[config.mk]
export PLATFORM = sky130hd
export DESIGN_NAME = cia_bus_sequencer
export DESIGN_NICKNAME = d
export VERILOG_FILES = /design/src/rtl/cia_pkg.sv /design/src/rtl/cia_eclk_gen.sv /design/src/rtl/cia_bus_sequencer.sv
export SDC_FILE = /design/constraint.sdc
export NUM_CORES = 1
export LEC_CHECK = 0
export BUFFER_PORTS_ARGS = -buffer_cell sky130_fd_sc_hd__buf_2
export CORE_ASPECT_RATIO = 0.75
export CORE_MARGIN = 2
export CORE_UTILIZATION = 25
export CTS_CLUSTER_DIAMETER = 200
export DETAILED_ROUTE_END_ITERATION = 12
export MAX_ROUTING_LAYER = met4
export PLACE_DENSITY_LB_ADDON = 0.2
export SLEW_MARGIN = 20
export SYNTH_ARGS = -nofsm -noshare
export SYNTH_HDL_FRONTEND = slang
export SYNTH_SLANG_ARGS = --single-unit
[constraint.sdc]
create_clock -name clk -period 2.68 [get_ports clk]
set_input_delay 0.67 -clock clk [delete_from_list [all_inputs] [get_ports clk]]
set_output_delay 0.67 -clock clk [all_outputs]
set_load 0.02 [all_outputs]
[src/rtl/cia_pkg.sv]
// Shared definitions for the CIA bus sequencer: register indices,
// sequencer state encoding and default E-clock divider settings.
// Optional build macro used by this slice: CIA_POSTED_WRITE_EN.
package cia_pkg;

    // E clock: 10 clk7_en periods per E period, high for the last 4.
    localparam int E_DIV_DEF  = 10;
    localparam int E_HIGH_DEF = 4;

    // CIA register indices that the timer and control blocks decode.
    localparam logic [3:0] CIA_TALO = 4'h4;
    localparam logic [3:0] CIA_TAHI = 4'h5;
    localparam logic [3:0] CIA_TBLO = 4'h6;
    localparam logic [3:0] CIA_TBHI = 4'h7;
    localparam logic [3:0] CIA_CRA  = 4'hE;
    localparam logic [3:0] CIA_CRB  = 4'hF;

    typedef enum logic [1:0] {
        ST_IDLE   = 2'd0,
        ST_WAIT   = 2'd1,
        ST_ACCESS = 2'd2,
        ST_DONE   = 2'd3
    } cia_state_t;

    // One-hot register select from a 4-bit register index.
    function automatic logic [15:0] cia_onehot(input logic [3:0] idx);
        return 16'h0001 << idx;
    endfunction

endpackage

[src/rtl/cia_eclk_gen.sv]
// E-clock divider. Counts clk7_en strobes modulo E_DIV and derives the
// E level (high for the last E_HIGH counts) and a one-count timer enable
// on the final count of each E period.
module cia_eclk_gen
    import cia_pkg::*;
#(
    parameter int E_DIV  = E_DIV_DEF,
    parameter int E_HIGH = E_HIGH_DEF
) (
    input  logic       clk,
    input  logic       reset,
    input  logic       clk7_en,
    output logic [3:0] ecnt,
    output logic       e_phase,
    output logic       eclk
);

    localparam logic [3:0] ECNT_LAST = 4'(E_DIV - 1);
    localparam logic [3:0] ECNT_HIGH = 4'(E_DIV - E_HIGH);

    logic [3:0] ecnt_q;
    logic [3:0] ecnt_d;

    // Next count: advance only on clk7_en, wrap at the end of the E period.
    always_comb begin
        ecnt_d = ecnt_q;
        if (clk7_en) begin
            if (ecnt_q == ECNT_LAST) begin
                ecnt_d = 4'd0;
            end else begin
                ecnt_d = ecnt_q + 4'd1;
            end
        end
    end

    // Divider register; reset wins over clk7_en.
    always_ff @(posedge clk) begin
        if (reset) begin
            ecnt_q <= 4'd0;
        end else begin
            ecnt_q <= ecnt_d;
        end
    end

    assign ecnt    = ecnt_q;
    assign e_phase = (ecnt_q >= ECNT_HIGH);
    assign eclk    = (ecnt_q == ECNT_LAST);

endmodule

[src/rtl/cia_bus_sequencer.sv]
// CPU-to-CIA access sequencer. Generates the E clock, holds each CPU
// request until a fixed E phase, then issues a single one-period register
// strobe and acknowledges the CPU.
//
// state  | meaning
// IDLE   | no access in flight; req sampled here only
// WAIT   | request latched, waiting for ecnt == ACC_PHASE-1
// ACCESS | strobe period (ecnt == ACC_PHASE); read data captured on exit
// DONE   | ack high for one clk7_en period
//
// Build option CIA_POSTED_WRITE_EN: writes ack one clk7_en period after
// acceptance (during WAIT), still perform their strobe in the normal
// ACCESS window, and return straight to IDLE with no second ack.
module cia_bus_sequencer
    import cia_pkg::*;
#(
    parameter int E_DIV     = E_DIV_DEF,
    parameter int E_HIGH    = E_HIGH_DEF,
    parameter int ACC_PHASE = E_DIV_DEF - 2
) (
    input  logic        clk,
    input  logic        reset,
    input  logic        clk7_en,
    input  logic        req,
    input  logic        rw,
    input  logic [3:0]  addr,
    input  logic [7:0]  cpu_din,
    output logic [7:0]  cpu_dout,
    output logic        ack,
    output logic [15:0] reg_sel,
    output logic        wr,
    output logic [7:0]  bus_dout,
    input  logic [7:0]  bus_din,
    output logic        eclk,
    output logic        e_phase
);

    // The WAIT exit is one count ahead so ACCESS lands exactly on ACC_PHASE.
    localparam logic [3:0] ECNT_PRE_ACC = 4'(ACC_PHASE - 1);

    logic [3:0] ecnt;

    cia_state_t state_q, state_d;
    logic       rw_q,    rw_d;
    logic [3:0] addr_q,  addr_d;
    logic [7:0] data_q,  data_d;
    logic [7:0] dout_q,  dout_d;
`ifdef CIA_POSTED_WRITE_EN
    logic       post_ack_q, post_ack_d;
`endif

    cia_eclk_gen #(
        .E_DIV  (E_DIV),
        .E_HIGH (E_HIGH)
    ) u_eclk_gen (
        .clk     (clk),
        .reset   (reset),
        .clk7_en (clk7_en),
        .ecnt    (ecnt),
        .e_phase (e_phase),
        .eclk    (eclk)
    );

    // Next-state and request latching; nothing moves unless clk7_en is high.
    always_comb begin
        state_d = state_q;
        rw_d    = rw_q;
        addr_d  = addr_q;
        data_d  = data_q;
        dout_d  = dout_q;
`ifdef CIA_POSTED_WRITE_EN
        post_ack_d = post_ack_q;
`endif
        if (clk7_en) begin
`ifdef CIA_POSTED_WRITE_EN
            post_ack_d = 1'b0;
`endif
            case (state_q)
                ST_IDLE: begin
                    if (req) begin
                        state_d = ST_WAIT;
                        rw_d    = rw;
                        addr_d  = addr;
                        data_d  = cpu_din;
`ifdef CIA_POSTED_WRITE_EN
                        post_ack_d = ~rw;
`endif
                    end
                end
                ST_WAIT: begin
                    if (ecnt == ECNT_PRE_ACC) begin
                        state_d = ST_ACCESS;
                    end
                end
                ST_ACCESS: begin
                    if (rw_q) begin
                        dout_d = bus_din;
                    end
`ifdef CIA_POSTED_WRITE_EN
                    // A posted write was already acknowledged.
                    state_d = rw_q ? ST_DONE : ST_IDLE;
`else
                    state_d = ST_DONE;
`endif
                end
                ST_DONE: begin
                    state_d = ST_IDLE;
                end
                default: begin
                    state_d = ST_IDLE;
                end
            endcase
        end
    end

    // State and latched request registers; reset aborts any access.
    always_ff @(posedge clk) begin
        if (reset) begin
            state_q <= ST_IDLE;
            rw_q    <= 1'b0;
            addr_q  <= 4'd0;
            data_q  <= 8'd0;
            dout_q  <= 8'd0;
        end else begin
            state_q <= state_d;
            rw_q    <= rw_d;
            addr_q  <= addr_d;
            data_q  <= data_d;
            dout_q  <= dout_d;
        end
    end

`ifdef CIA_POSTED_WRITE_EN
    // Early write acknowledge flag, high for the first WAIT period.
    always_ff @(posedge clk) begin
        if (reset) begin
            post_ack_q <= 1'b0;
        end else begin
            post_ack_q <= post_ack_d;
        end
    end
`endif

    // Register bus drive: only during ACCESS, otherwise fully quiet.
    always_comb begin
        reg_sel  = 16'h0000;
        wr       = 1'b0;
        bus_dout = 8'h00;
        if (state_q == ST_ACCESS) begin
            reg_sel  = cia_onehot(addr_q);
            wr       = ~rw_q;
            bus_dout = data_q;
        end
    end

`ifdef CIA_POSTED_WRITE_EN
    assign ack = (state_q == ST_DONE) | post_ack_q;
`else
    assign ack = (state_q == ST_DONE);
`endif
    assign cpu_dout = dout_q;

endmodule

== After elaboration in Yosys (flattened, before gate mapping) ==
Cells that the tools add are included.

* Shift-type cells: 1
* $lt $le $gt $ge: 1
* Reductions and logical operators: 4
* Bitwise gates (word level): 1
* $mul: 0
* Equal/unequal tests: 7
* Divide/modulo/power cells: 0
* Mux-type cells: 7
* Add/subtract/negate cells: 1

{| class="wikitable"
|+ Operators by type and width
! cell !! count
|-
| 2-to-1 mux 16 bit || 1
|-
| left shift 1 x 4 -> 16 bit, first input constant || 1
|-
| AND reduction 3 bit || 3
|-
| 2-to-1 mux 8 bit || 1
|-
| case mux 2 bit (4 select lines) || 1
|-
| adder 4 x 1 -> 4 bit, second input constant || 1
|-
| equality test 2 bit, second input constant || 2
|-
| equality test 4 x 3 -> 1 bit, second input constant || 1
|-
| equality test 4 bit, second input constant || 1
|-
| >= comparator 4 x 3 -> 1 bit, second input constant || 1
|-
| 2-to-1 mux 2 bit || 2
|-
| 2-to-1 mux 4 bit || 1
|-
| != test 2 bit, second input constant || 2
|-
| equality test 2 x 1 -> 1 bit, second input constant || 1
|-
| zero test 2 bit || 1
|-
| 2-to-1 mux 1 bit || 1
|-
| NOT 1 bit || 1
|}

* Bits in latches: 0
* Bits in read-only memories: 0
* Bits in writable memories: 0
* Flip-flop bits (word level): 27
* Output and inout bits: 36
* Memories kept: 0

== Depth between registers and ports, before layout ==
Gate-level depths: netlist (run 1).

* Depth in word-level cells: 3
* Mapped depth: 6
* Gate-level depth less buffers: 5

== Cells and area by module ==
Synthesis (run 1) repeated with hierarchy kept, for this count alone.

* Cell total of the unflattened synthesis: 156
* Area, all modules: 1,261.2 um2

{| class="wikitable"
|+ By module, submodules not included
! module !! cells each !! area each (um2) !! times used !! sequential area each (um2)
|-
| cia_bus_sequencer || 134 || 1,067.3 || 1 || 460.4
|-
| cia_eclk_gen || 22 || 193.9 || 1 || 80.1
|}

== Worst setup path before layout (run 1) ==
No wires, ideal clock.

* Path type: register to output
* From: register state_q[0]
* To: output port reg_sel[0]
* Data arrival time: 1,591 ps
* Cell stages (with the launch flop): 5
* Slack: 419 ps
* Path through: dfxtp_1 -> inv_1 -> ha_1 -> or3b_2 -> nor3_1

* Longest elaborated chain between the ends: 2

{| class="wikitable"
|+ Ends and longest elaborated chain
! item !! RTL line !! source
|-
| start, declared || cia_bus_sequencer.sv:43 || <nowiki>cia_state_t state_q, state_d;</nowiki>
|-
| start signal, assigned || cia_bus_sequencer.sv:125 || <nowiki>state_q <= state_d;</nowiki>
|-
| equality test 2 bit || cia_bus_sequencer.sv:149 || <nowiki>if (state_q == ST_ACCESS) begin</nowiki>
|-
| 2-to-1 mux 16 bit || cia_bus_sequencer.sv:149 ||
|-
| end, declared || cia_bus_sequencer.sv:30 || <nowiki>output logic [15:0] reg_sel,</nowiki>
|}

Every way passes these cells.

== Worst setup path in the final report (run 1) ==
Ends and elaborated chain as after synthesis.

==> results.cfg, run 1 <==
[yosys]
ys_ff_latch = 27
yosys-top-cells-count = nand2_1, dfxtp_1, nor2_1, a21oi_1, mux2i_1
ys_warn_count = 0
syn-num-nets = 185
async_flop_share_pct = 0
synth.largest_area_cell = dfxtp_1
ys_seq_area_share_pct = 42.7
synth.avg_cell_area_um2 = 8.11
syn-cell-area_um2 = 1260
synth.top_cell.area_share_pct = 42.7
synth.area.top_cells = dfxtp_1, nand2_1, mux2i_1, nor2_1, a21oi_1
synth.most_common_cell = nand2_1
synth_flop_cell = dfxtp_1
synthDistinctLibCells = 28
synth_edf_count = 0
syn_inst = 156

[route]
drc_errors = 0
wl_per_cell_um = 11.2
drt_iter0_markers = 33
ant_nets = 0
num_vias = 1214
vias_per_cell = 4.45
first_pass_iters = 4
drt-total-wl_um = 3060

[pwr]
p_total_w = 0.000763
power_density_nw_per_um2 = 459
vdd_drop_max_mv = 0.243
p_leak_nw = 0.831

[critical_path]
critPathMaxStageDelay_ns = 0.50
arrival_ns = 1.70
path_delay_family = simple AND/OR/NAND/NOR gates
r2r_start = state_q[0]
crit_type = reg2out
critPathRequiredTime_ns = 2.01
reg2reg_slack_ns = 1.17
crit_fanout = 4
worst_path_max_delay_cell = or3b_2
cp_cell_sequence = inv_1, ha_1, or3b_2, nor3_1, buf_2
path_buf_inv = 2
critical_path.startpoint = state_q[0]
critPathCaptureType = primary output
start_kind = flop

[global_routing]
met1_usage_pct = 14.5
grt_pass1_vias = 1060
grt-busiest-layer = met2
grt_util_met3_pct = 4.02
grt.met2_usage_pct = 17.9
antenna_found_initial = 0
grt_max_degree = 30
grt_pass1_wl_um = 4950
grt_usage_pct = 11.5
gr-total-overflow = 0

[sta]
maxSlewHeadroom_pct = 61.8
rsz0062_at_grt = no
fmax_mhz = 423
finalCritPeriodShare_pct = 88.3
drv_slew = 0
final_hold_viol_count = 0
tns_ns = 0
setup_viol = 0
worst-slew-pin-transition_ns = 0.572
clock_skew_ns = 0.00641
fin_crit_ns = 2.37

[die]
die_h_um = 65.6
dieArea_um2 = 5650
die_x_um = 86.1
row_count = 22
core_area_um2 = 4870
initial_core_util_pct = 26.0
io_pins = 61

[place]
hpwl_um = 2260
gp_congestion = 0.795
placed_area_um2 = 1620
portBuffers = 60

[clock_network]
cts_setup_buffers = 0
insertion_delay_ns = 0.27
cts.sinks = 27
clockRootBuffer = clkbuf_8
cts_tree = done
ctsResizeCount = 0
htree_num_levels = 1
postCtsHoldBufs = 0
numCtsBuffers = 3
path_clk_slew_ns = 0.09
cts.path.max_buffers = 2

[min_path]
hp-class = reg2reg
hp-start = data_q[0]

[outcome]
outcome = finished clean

[final_layout]
antenna_cells = 0
drive_gt1_share_pct = 33.3
final_cell_area_um2 = 1660
final_nets = 243
area_growth_pct = 31.4

[run]
maxCapViolCount = 0
==> metal layers <==
metal,part of all wire (%),wire length [um]
met1,49,1500
met2,42,1290
met3,8.2,250
met4,0.52,16
met5,0,0
==> logic make-up after synthesis <==
kind of cell,share of synthesized area (%)
AOI/OAI and AO/OA,10.2
xor gates and xnor gates,1.39
adders and majority gates,3.96
buffers and inverters,4.06
DFF,42.7
muxes,8.01
and+or+nand+nor,29.7
==> cells in the final DEF (no fill, tap or decap), drive strengths merged, types with 2 or more instances in the layout <==
cell type,count
inv,5
nor3,4
and2,8
nor2,22
nand2,29
dfxtp,27
buf,61
xnor2,2
ha,4
nand3b,2
clkbuf,3
a21oi,15
nand2b,5
nand3,4
mux2i,9
==> path summary, 6_finish.rpt <==
path / to / cells after the start
max: reg_sel[0] / 5
min reg2reg: data_q[0] / 2
min: data_q[0] / 2
max reg2reg: data_q[2] / 5
==> worst register-to-register path, cell delays in order (launching register included) <==
cell	delay (ns)
dfxtp_1	0.34
inv_1	0.10
ha_1	0.22
nand3_1	0.44
nand2_1	0.21
a21oi_1	0.08
==> layout make-up <==
| type | instances | area (um2) |
|---|---|---|
| clock buffer | 3 | 41.3 |
| timing repair buffer | 61 | 308 |
| multi-input combinational | 116 | 673 |
| tap | 60 | 75.1 |
| inverter | 5 | 18.8 |
| clock inverter | 1 | 5.00 |
| sequential | 27 | 541 |
| fill | 523 | 3210 |
==> power breakdown <==
group / internal (W) / switching [W] / total (W)
Combinational: 0.0000410 / 0.0000558 / 0.0000968
Clock: 0.000104 / 0.000128 / 0.000233
Sequential: 0.000418 / 0.0000154 / 0.000433
==> metrics by stage <==
| stage | worst slack (ns) | instances | hold WS, ns | util (%) |
|---|---|---|---|---|
| final | 0.314 | 273 | 0.453 | 34.1 |
| after global routing | 0.179 | 273 | 0.485 | 34.1 |
| after CTS | 0.298 | 273 | 0.457 | 34.1 |
| after detailed placement | 0.610 | 269 | 0.443 | 33.2 |
| after global placement | 0.624 | 269 | 0.441 | 33.2 |
| after floorplan | 0.419 | 156 | 0.432 | - |
==> flip-flops by register name (all words and copies together) (netlist names) <==
signal,flops
rw_q,1
state_q,2
addr_q,4
u_eclk_gen.ecnt,4
data_q,8
cpu_dout,8
(Power assumes the default switching activity.)
==> run 2, diff against run 1 <==
- CORE_UTILIZATION: 25 -> 42
==> results.cfg, run 2 (same netlist as run 1, synthesis figures left out) <==
[route]
drt_iter0_markers = 33
drt-met1-wl_um = 1250
num_vias = 1212
drt-total-wl_um = 2790
wl_per_cell_um = 11.1
route.met3.wl_um = 221
wl_met2_um = 1300
first_pass_iters = 6
ant_nets = 0
top_layer_used = met4
drc_errors = 0
vias_per_cell = 4.83

[sta]
hold_slack_ns = 0.452
finalCritPeriodShare_pct = 89.0
clock_skew_ns = 0.00400
worst-slew-pin-transition_ns = 0.501
drv_slew = 0
final_hold_viol_count = 0
setup_viol = 0
maxSlewHeadroom_pct = 66.6
fmax_mhz = 419
rsz0062_at_grt = no
fin_crit_ns = 2.38
tns_ns = 0

[critical_path]
r2r-end = cpu_dout[0]
critPathRequiredTime_ns = 2.01
worst_path_max_delay_cell = or3b_2
worstRegToRegCells = 6
reg2reg_slack_ns = 1.22
arrival_ns = 1.71
path_buf_inv = 2
cp_cell_sequence = inv_1, ha_1, or3b_2, nor3_1, buf_2
path_delay_family = simple AND/OR/NAND/NOR gates
start_kind = flop
r2r_start = state_q[0]
critPathCaptureType = primary output
critPathMaxStageDelay_ns = 0.50
crit_fanout = 4
crit_type = reg2out

[clock_network]
htree_num_levels = 1
postCtsHoldBufs = 0
cts_setup_buffers = 0
clockRootBuffer = clkbuf_8
numCtsBuffers = 3
cts.sinks = 27
insertion_delay_ns = 0.27
path_clk_slew_ns = 0.09
ctsResizeCount = 0
cts_tree = done
cts.path.max_buffers = 2

[final_layout]
drive_gt1_share_pct = 33.3
area_growth_pct = 29.2
multi_input_area_um2 = 673
regArea_um2 = 541
antenna_cells = 0
final_common_cell = buf_2
final_cell_mix = buf_2, nand2_1, dfxtp_1
final_cell_area_um2 = 1630
fillers = 280
final_nets = 243

[pwr]
vdd_drop_max_mv = 0.316
power_density_nw_per_um2 = 461
p_leak_nw = 0.831

[place]
portBuffers = 60
placed_area_um2 = 1590
hpwl_um = 2100
gp_congestion = 0.682

[global_routing]
grt_pass1_vias = 1031
gr-total-overflow = 0
grt_pass1_wl_um = 4440
grt_usage_pct = 17.4
antenna_found_initial = 0
grt_max_degree = 30

[min_path]
min_delay_path_depth = 2
hp-class = reg2reg
hp-start = data_q[7]
min_to = data_q[7]

[die]
initial_core_util_pct = 43.4
die_x_um = 67.4
die_h_um = 51.5
dieArea_um2 = 3470
row_count = 17
io_pins = 61
core_area_um2 = 2910

[run]
maxCapViolCount = 0

[outcome]
outcome = finished clean
-- run 2: cell counts in the layout (fill, tap and decap cells not counted) --
No cell type changed its count.
-- run 2: worst max-delay path by stage --
stage / slack (ns) / depth (start not counted) / to / from
after floorplan: 0.42 / 4 / reg_sel[0] / state_q[0]
after global placement: 0.64 / 5 / reg_sel[0] / state_q[0]
after detailed placement: 0.60 / 5 / reg_sel[0] / state_q[0]
after CTS: 0.29 / 5 / reg_sel[0] / state_q[0]
after global routing: 0.17 / 5 / reg_sel[0] / state_q[0]
final: 0.30 / 5 / reg_sel[0] / state_q[0]
-- run 2: worst register-to-register path: cells and delay by family, from the launching register on --
kind | cells | cell delay, ns
adders and majority gates | 1 | 0.21
buffers and inverters | 2 | 0.27
DFF | 1 | 0.37
muxes | 1 | 0.22
and+or+nand+nor | 2 | 0.28
-- run 2: power by group --
part | total (W) | switching [W] | leakage (nW) | internal [W]
Combinational | 0.0000941 | 0.0000534 | 0.586 | 0.0000407
Sequential | 0.000433 | 0.0000153 | 0.219 | 0.000418
Clock | 0.000225 | 0.000121 | 0.0255 | 0.000104
-- run 2: through the flow --
step	std cells	util (%)	setup slack [ns]	power, W
floorplan	156	-	0.419	0.000504
global placement	247	54.5	0.638	0.000534
detailed placement	247	54.5	0.601	0.000538
CTS	251	56.1	0.288	0.000765
global route	251	56.1	0.168	0.000796
finish	251	56.1	0.296	0.000753
-- run 2: per-layer routing --
layer | up-vias | GRT usage [%]
met1 | 538 | 19.7
met5 | - | -
met2 | 46 | 30.7
met3 | 2 | 4.55
li1 | 626 | -
met4 | 0 | 4.08
-- run 2: cell type report --
class | count | area share (%)
clock buffer | 3 | 2.53
clock inverter | 1 | 0.306
inverter | 5 | 1.15
multi-input combinational | 116 | 41.2
sequential | 27 | 33.1
tap | 38 | 2.91
timing repair buffer | 61 | 18.8
==> run 3, diff against run 2 <==
- CTS_BUF_LIST: unset -> sky130_fd_sc_hd__clkbuf_4
- SYNTH_HIERARCHICAL: unset -> 1
- TNS_END_PERCENT: unset -> 5
==> results.cfg, run 3 <==
[die]
row_count = 17
io_pins = 61
dieArea_um2 = 3460
die_x_um = 67.3
core_area_um2 = 2890
die_h_um = 51.5
initial_core_util_pct = 43.6

[yosys]
synth.area.top_cells = dfxtp_1, nand2_1, mux2i_1, nor2_1, a21oi_1
synth.avg_cell_area_um2 = 8.08
ys_ff_latch = 27
syn_inst = 156
syn-num-nets = 185
synth.most_common_cell = nand2_1
yosys-top-cells-count = nand2_1, dfxtp_1, nor2_1, a21oi_1, mux2i_1
synth_flop_cell = dfxtp_1
syn-cell-area_um2 = 1260
synthDistinctLibCells = 31
ys_seq_area_share_pct = 42.9
synth.top_cell.area_share_pct = 42.9
synth_edf_count = 0
ys_warn_count = 6
async_flop_share_pct = 0
synth.largest_area_cell = dfxtp_1

[global_routing]
gr-total-overflow = 0
antenna_found_initial = 0
grt_pass1_wl_um = 4770
grt_max_degree = 29
grt_usage_pct = 18.4
grt_pass1_vias = 1173

[pwr]
power_density_nw_per_um2 = 434
p_leak_nw = 0.836
vdd_drop_max_mv = 0.366

[clock_network]
htree_num_levels = 1
cts.path.max_buffers = 2
cts.sinks = 27
cts_setup_buffers = 0
clockRootBuffer = clkbuf_4
path_clk_slew_ns = 0.13
cts_tree = done
numCtsBuffers = 3
ctsResizeCount = 0
postCtsHoldBufs = 0
insertion_delay_ns = 0.31

[critical_path]
start_kind = flop
critPathRequiredTime_ns = 2.01
arrival_ns = 1.67
crit_fanout = 4
crit_type = reg2out
critPathCaptureType = primary output

[final_layout]
final_nets = 245
final_cells = 253
final_cell_mix = buf_2, nand2_1, dfxtp_1
area_growth_pct = 28.7
final_common_cell = buf_2
drive_gt1_share_pct = 32.1
antenna_cells = 0

[route]
ant_nets = 0
first_pass_iters = 4
drt-total-wl_um = 2880
wl_per_cell_um = 11.4
drc_errors = 0
num_vias = 1225
drt_iter0_markers = 48
vias_per_cell = 4.84

[sta]
drv_slew = 0
maxSlewHeadroom_pct = 67.0
worst-slew-pin-transition_ns = 0.495
clock_skew_ns = 0.00189
finalCritPeriodShare_pct = 87.4
setup_viol = 0
fin_crit_ns = 2.34
fmax_mhz = 427
rsz0062_at_grt = no
final_hold_viol_count = 0
tns_ns = 0

[place]
portBuffers = 60
hpwl_um = 2190
gp_congestion = 0.779
dp.cells = 249

[run]
maxCapViolCount = 0

[outcome]
outcome = finished clean

[min_path]
hp-class = reg2reg
[run 3: cell types whose count changed in the layout (fill, tap and decap cells not counted), sizes merged]
cell    delta
o32ai      -1
o21ai      +2
mux2       -1
nor2b      +2
and3       +1
clkinv     -1
nand2b     -1
and4bb     -1
clkbuf     +1
and4b      +1
[run 3: worst paths after layout]
path / start / endpoint / slack, ns / depth (start not counted)
setup / recovery: state_q[0] / reg_sel[0] / 0.34 / 5
hold / removal: data_q[7] / data_q[7] / 0.46 / 2
setup reg to reg: state_q[0] / cpu_dout[7] / 1.18 / 6
hold reg to reg: data_q[7] / data_q[7] / 0.46 / 2
[run 3: final cells by class]
cell class | instances | area (um2)
Multi-Input combinational cell | 118 | 678
Tap cell | 38 | 47.5
Sequential cell | 27 | 541
Fill cell | 288 | 1270
Timing Repair Buffer | 61 | 308
Clock buffer | 4 | 30.0
Inverter | 5 | 18.8
[run 3: per-stage QoR]
| step | setup WS [ns] | util, % | power, W | hold WS, ns | cell area (um2) |
|---|---|---|---|---|---|
| finish | 0.338 | 56.1 | 0.000705 | 0.460 | 1620 |
| global placement | 0.723 | 55.1 | 0.000534 | 0.437 | 1590 |
| CTS | 0.327 | 56.1 | 0.000717 | 0.463 | 1620 |
| detailed placement | 0.708 | 55.1 | 0.000539 | 0.444 | 1590 |
| floorplan | 0.504 | - | 0.000501 | 0.426 | 1260 |
| global route | 0.161 | 56.1 | 0.000745 | 0.483 | 1620 |
[run 3: kinds of logic (layout without fill, tap and decap cells)]
kind of cell    count (synthesis)  count (layout)  share of synthesized area (%)
compound gates                 22              22                           10.4
xor+xnor                        2               2                           1.39
fa+ha+maj                       4               4                           3.97
buf+inv                        11              70                           3.37
flops                          27              27                           42.9
mux                             9               9                           7.14
simple gates                   81              81                           30.9
[run 3: layer usage]
metal,share of wire [%],wire [um],global-route usage (%)
met3,6.5,186,5.95
met2,47,1360,31.8
met5,0,0,-
met4,0.24,7,4.08
met1,46,1320,20.8
[run 3: report_power, final]
| group | total [W] | internal [W] | switching [W] | leakage, nW |
|---|---|---|---|---|
| Sequential | 0.000435 | 0.000418 | 0.0000163 | 0.219 |
| Clock | 0.000175 | 0.0000683 | 0.000107 | 0.0184 |
| Combinational | 0.0000948 | 0.0000404 | 0.0000543 | 0.599 |
[run 3: worst max-delay path: stages, from the launching register on]
cell and delay [ns]:
dfxtp_1 0.35, inv_1 0.10, ha_1 0.16, or3b_1 0.41, nor3_1 0.15, buf_2 0.19
